$ cat src/rtl/add_signed_serial.sv
// Digit-serial signed adder: DIGIT bits per cycle, LSB digit first, with valid/ready on both sides.
// Define ADD_SIGNED_SERIAL_SAT_EN to saturate the result on signed overflow.
module add_signed_serial #(
  parameter int WIDTH = 32,
  parameter int DIGIT = 8
) (
  input  logic             clk,
  input  logic             rst,
  input  logic             in_valid,
  output logic             in_ready,
  input  logic [WIDTH-1:0] A,
  input  logic [WIDTH-1:0] B,
  output logic             out_valid,
  input  logic             out_ready,
  output logic [WIDTH-1:0] result,
  output logic             overflow,
  output logic             busy
);

  localparam int NDIG = WIDTH / DIGIT;
  localparam int CW   = (NDIG > 1) ? $clog2(NDIG) : 1;
  localparam logic [CW-1:0] LAST = CW'(NDIG - 1);

  if (DIGIT < 1 || (WIDTH % DIGIT) != 0) begin : g_digit_check
    $fatal(1, "add_signed_serial: DIGIT must divide WIDTH exactly");
  end

  typedef enum logic [1:0] {IDLE, RUN, DONE} state_t;

  state_t            state, state_nxt;
  logic [WIDTH-1:0]  a_q, b_q, result_q;
  logic              overflow_q;
  logic [CW-1:0]     cnt;
  logic              carry;
  logic [DIGIT:0]    dsum;
  logic              ovf_last;

  always_ff @(posedge clk or posedge rst) begin
    if (rst) state <= IDLE;
    else     state <= state_nxt;
  end

  always_comb begin
    state_nxt = state;
    case (state)
      IDLE:    if (in_valid) state_nxt = RUN;
      RUN:     if (cnt == LAST) state_nxt = DONE;
      DONE:    if (out_ready) state_nxt = IDLE;
      default: state_nxt = IDLE;
    endcase
  end

  assign in_ready  = (state == IDLE);
  assign out_valid = (state == DONE);
  assign busy      = (state != IDLE);
  assign result    = result_q;
  assign overflow  = overflow_q;

  always_comb begin
    dsum = {1'b0, a_q[int'(cnt)*DIGIT +: DIGIT]}
         + {1'b0, b_q[int'(cnt)*DIGIT +: DIGIT]}
         + {{DIGIT{1'b0}}, carry};
  end

  // On the last digit, dsum[DIGIT-1] is the sum's sign bit.
  assign ovf_last = (a_q[WIDTH-1] == b_q[WIDTH-1]) && (dsum[DIGIT-1] != a_q[WIDTH-1]);

  always_ff @(posedge clk or posedge rst) begin
    if (rst) begin
      a_q        <= '0;
      b_q        <= '0;
      result_q   <= '0;
      overflow_q <= 1'b0;
      cnt        <= '0;
      carry      <= 1'b0;
    end else begin
      case (state)
        IDLE: begin
          if (in_valid) begin
            a_q   <= A;
            b_q   <= B;
            carry <= 1'b0;
            cnt   <= '0;
          end
        end
        RUN: begin
          result_q[int'(cnt)*DIGIT +: DIGIT] <= dsum[DIGIT-1:0];
          carry <= dsum[DIGIT];
          cnt   <= cnt + 1'b1;
          if (cnt == LAST) begin
            overflow_q <= ovf_last;
`ifdef ADD_SIGNED_SERIAL_SAT_EN
            if (ovf_last)
              result_q <= a_q[WIDTH-1] ? {1'b1, {(WIDTH-1){1'b0}}}
                                       : {1'b0, {(WIDTH-1){1'b1}}};
`endif
          end
        end
        default: ;
      endcase
    end
  end

endmodule

$ cat config.mk
export PLATFORM = sky130hd
export DESIGN_NAME = add_signed_serial
export DESIGN_NICKNAME = d
export VERILOG_FILES = /design/src/rtl/add_signed_serial.sv
export SDC_FILE = /design/constraint.sdc
export NUM_CORES = 1
export LEC_CHECK = 0
export ABC_AREA = 1
export CAP_MARGIN = 20
export CORE_MARGIN = 1.5
export CORE_UTILIZATION = 50
export CTS_BUF_LIST = sky130_fd_sc_hd__clkbuf_16
export DETAILED_ROUTE_END_ITERATION = 16
export PLACE_DENSITY = 0.85
export SKIP_CTS_REPAIR_TIMING = 1
export SYNTH_ARGS = -nofsm -noshare
export SYNTH_HDL_FRONTEND = slang
export SYNTH_SLANG_ARGS = --single-unit
export TNS_END_PERCENT = 20
$ cat constraint.sdc
create_clock -name clk -period 5.33 [get_ports clk]
set_input_delay 1.066 -clock clk [delete_from_list [all_inputs] [get_ports clk]]
set_output_delay 1.066 -clock clk [all_outputs]
set_load 0.02 [all_outputs]
==> run summary <==
Clk pwr share: 15.8%
Part of the power in registers: 30.9%
Die area: 0.01030 mm²
Setup CP Type: reg -> reg
CTS Buf Count: 9
Post-Syn Nets: 687
Post-synth top area cell: dfrtp_1
I/O Buffers: 103
Hold Crit Depth: 2
# DRC: 0
First-pass GRT wire length: 19,890 µm
Fmax: 0.2642 GHz
Crit-path max cell delay: 0.96 ns
Core Rows: 35
Hold Violations, Final: 0
CP Capture Type: flop
Worst min path class: reg -> reg
Worst slew pin tran: 0.9449 ns
Via density: 5.265
DR WL/cell: 14.38 µm
Starting Density: 51.99%
Final slew viol count: 0
RSZ-0062 raised after global routing: false
Outcome: complete, no violations
Gate count after technology mapping: 604
Multi-input gate area: 0.002046 mm²
CTS Root Cell: clkbuf_16
GR Overflow Total: 0
Xor/xnor share of the synthesized area: 0.5418%
Slowest cell on crit path: dfrtp_1
Share of cells above drive strength 1: 4.701%
CTS clk-pin slew, worst paths: 0.07 ns
H-tree depth: 3
Sw Ratio: 46.44%
Setup tns final: 0 ns
Post-Syn Area: 0.004850 mm²
DR pass1 iterations: 5
Largest net degree at the start of global routing: 67
Vias: 4,375
Initial antenna violation count: 0
Distinct cell type count after synthesis: 27
Synth warnings: 0
Tmin final: 3.784 ns
Skew-Pair Late Insertion Delay: 0.35 ns
Critical Path Start Type: flop
Max VDD drop: 0.3505 mV
Clk sinks: 102
CP required: 5.62 ns
Final net count: 780
Adder and majority cell fraction of the synthesized area: 4.180%
CP arrival: 4.07 ns
Worst clock skew: 0.005565 ns
Vias in the first global route: 4,379
Leading post-synthesis cells by cell area: dfrtp_1 53%, nand2_1 22%, o21ai_0 4.3%
TritonCTS clock tree: built
Sw Pwr: 2.032 mW
Slew margin rel.: 37.01%
Total internal power: 2.344 mW
Most used cell, CP: nand2_1
Avg Cell Area, Syn: 8.029 µm²
Mux cell area share after synthesis: 0%
Max Buffers Root-to-Sink: 2
DR iter-0 viols: 317
Antenna violation net count after detailed routing: 0
Final period util: 71.00%
Synth top area share: 52.63%
Largest family of logic cells by synthesized area: simple AND/OR/NAND/NOR gates
DPL Wire Length: 8510 µm
Register Area: 0.002552 mm²
Top fanout value on the critical path: 30
Register area share after synthesis: 52.63%
Pleak: 3.174 nW
Complex-gate fraction of the synthesized area: 7.714%
Combinational share of power: 53.3%
GR Util All Layers: 24.61%
GP Congestion: 0.9509
Die height: 101.5 µm
Diode count: 0
Post-Synth Simple-Gate Area: 29.70%
Maxcap violations: 0
Syn-to-layout area delta: 29.57%
Fill cell count: 742
Wirelength, routed: 11,950 µm
PD cells: 696.5 mW/mm²
Final setup violation count: 0
Core ar.: 0.009328 mm²
#FFs+latches synth: 102
Width of the die: 101.5 µm
Reg2Reg Depth: 15
Cells along the critical path: inv_1 > buf_16 > o21ai_0 > o22ai_1 > fa_1 > fa_1 > nand2_1 > nand3_1 > nand3_1 > nand2_1 > nand2_1 > nand3_1 > nor2_1 > nand2_1 > nand2_1
Final Util: 67.36%
# IOs: 104
==> path summary, 6_finish.rpt <==
kind                            slack, ns                endpoint                start
worst max-delay path                 1.55  result[14]$_DFFE_PP0P_   cnt[0]$_DFFE_PP0P_
max in group asynchronous            3.06     a_q[27]$_DFFE_PP0P_                  rst
worst min-delay path                 0.48     a_q[10]$_DFFE_PP0P_  a_q[10]$_DFFE_PP0P_
min in group asynchronous            1.16   result[5]$_DFFE_PP0P_                  rst
worst min register to register       0.48     a_q[10]$_DFFE_PP0P_  a_q[10]$_DFFE_PP0P_
worst max register to register       1.55  result[14]$_DFFE_PP0P_   cnt[0]$_DFFE_PP0P_
==> metal layers <==
metal | global-route usage, % | routed length, µm | vias to the layer above
li1 | - | - | 2098
met1 | 31.79 | 5011 | 2058
met2 | 42.23 | 5935 | 183
met3 | 3.244 | 668 | 36
met4 | 9.722 | 338 | 0
met5 | 0 | 0 | -
==> cells by family after synthesis <==
group | count (synthesis)
buf+inv | 57
xor+xnor | 3
compound gates | 68
simple gates | 359
fa+ha+maj | 15
flops | 102
==> cells in the mapped netlist, drive strengths merged <==
| cell type | instances |
|---|---|
| ha | 13 |
| xor2 | 3 |
| nor3 | 1 |
| dfrtp | 102 |
| a21oi | 2 |
| nand2 | 288 |
| nor4 | 1 |
| o22ai | 16 |
| clkbuf | 6 |
| nor2 | 45 |
| buf | 19 |
| o31ai | 1 |
| fa | 2 |
| clkinv | 1 |
| nand3 | 20 |
| nand4 | 4 |
| inv | 31 |
| o21ai | 46 |
| a22o | 3 |
==> final cells by class <==
type                            count  share of cell area (%)
Sequential cell                   102                   40.62
Timing Repair Buffer              107                   17.20
Tap cell                          129                   2.569
Clock buffer                        9                   3.584
Clock inverter                      7                   1.434
Multi-Input combinational cell    445                   32.56
Inverter                           32                   2.031
==> through the flow <==
step                      power [mW]  instances  hold slack [ns]  instance area [µm²]  setup slack (ns)
final                          4.376        831           0.4801                 6284             1.546
after global routing           4.700        831           0.5022                 6284             1.179
after CTS                      4.318        830           0.4800                 6256             1.322
after detailed placement       3.609        814           0.4630                 5941             1.448
after global placement         3.509        814           0.4569                 5941             1.568
after floorplan                2.893        604           0.4436                 4850             1.589
==> state kept, by name, indices dropped and copies added, names as in the netlist <==
name and count:
a_q 32, b_q 32, carry 1, cnt 2, overflow 1, result 32
state 2
==> placed cells by master, fill, tap and decap left out, drive strengths merged, types with 2 or more instances in the layout <==
| master | count |
|---|---|
| clkbuf | 9 |
| buf | 4 |
| clkdlybuf4s50 | 103 |
| o22ai | 16 |
| xor2 | 3 |
| dfrtp | 102 |
| nand4 | 4 |
| fa | 2 |
| bufinv | 2 |
| a22o | 3 |
| o21ai | 46 |
| clkinv | 4 |
| inv | 32 |
| nand3 | 20 |
| a21oi | 2 |
| ha | 13 |
| nor2 | 45 |
| nand2 | 288 |
==> critical path, delay by kind of cell (launching register included) <==
kind / cells / cell delay, ns
compound gates: 2 / 0.34
fa+ha+maj: 2 / 0.87
buf+inv: 2 / 0.69
flops: 1 / 0.96
simple gates: 9 / 0.84
==> power groups by stage <==
stage | Combinational, mW | Sequential (mW) | Clock, mW
2_1_floorplan | 1.54 | 1.35 | 0
3_3_place_gp | 2.16 | 1.35 | 0
3_5_place_dp | 2.25 | 1.36 | 0
4_1_cts | 2.28 | 1.35 | 0.692
5_1_grt | 2.58 | 1.39 | 0.731
6_report | 2.33 | 1.35 | 0.692
Note: power is estimated with default switching activity, not from simulation.
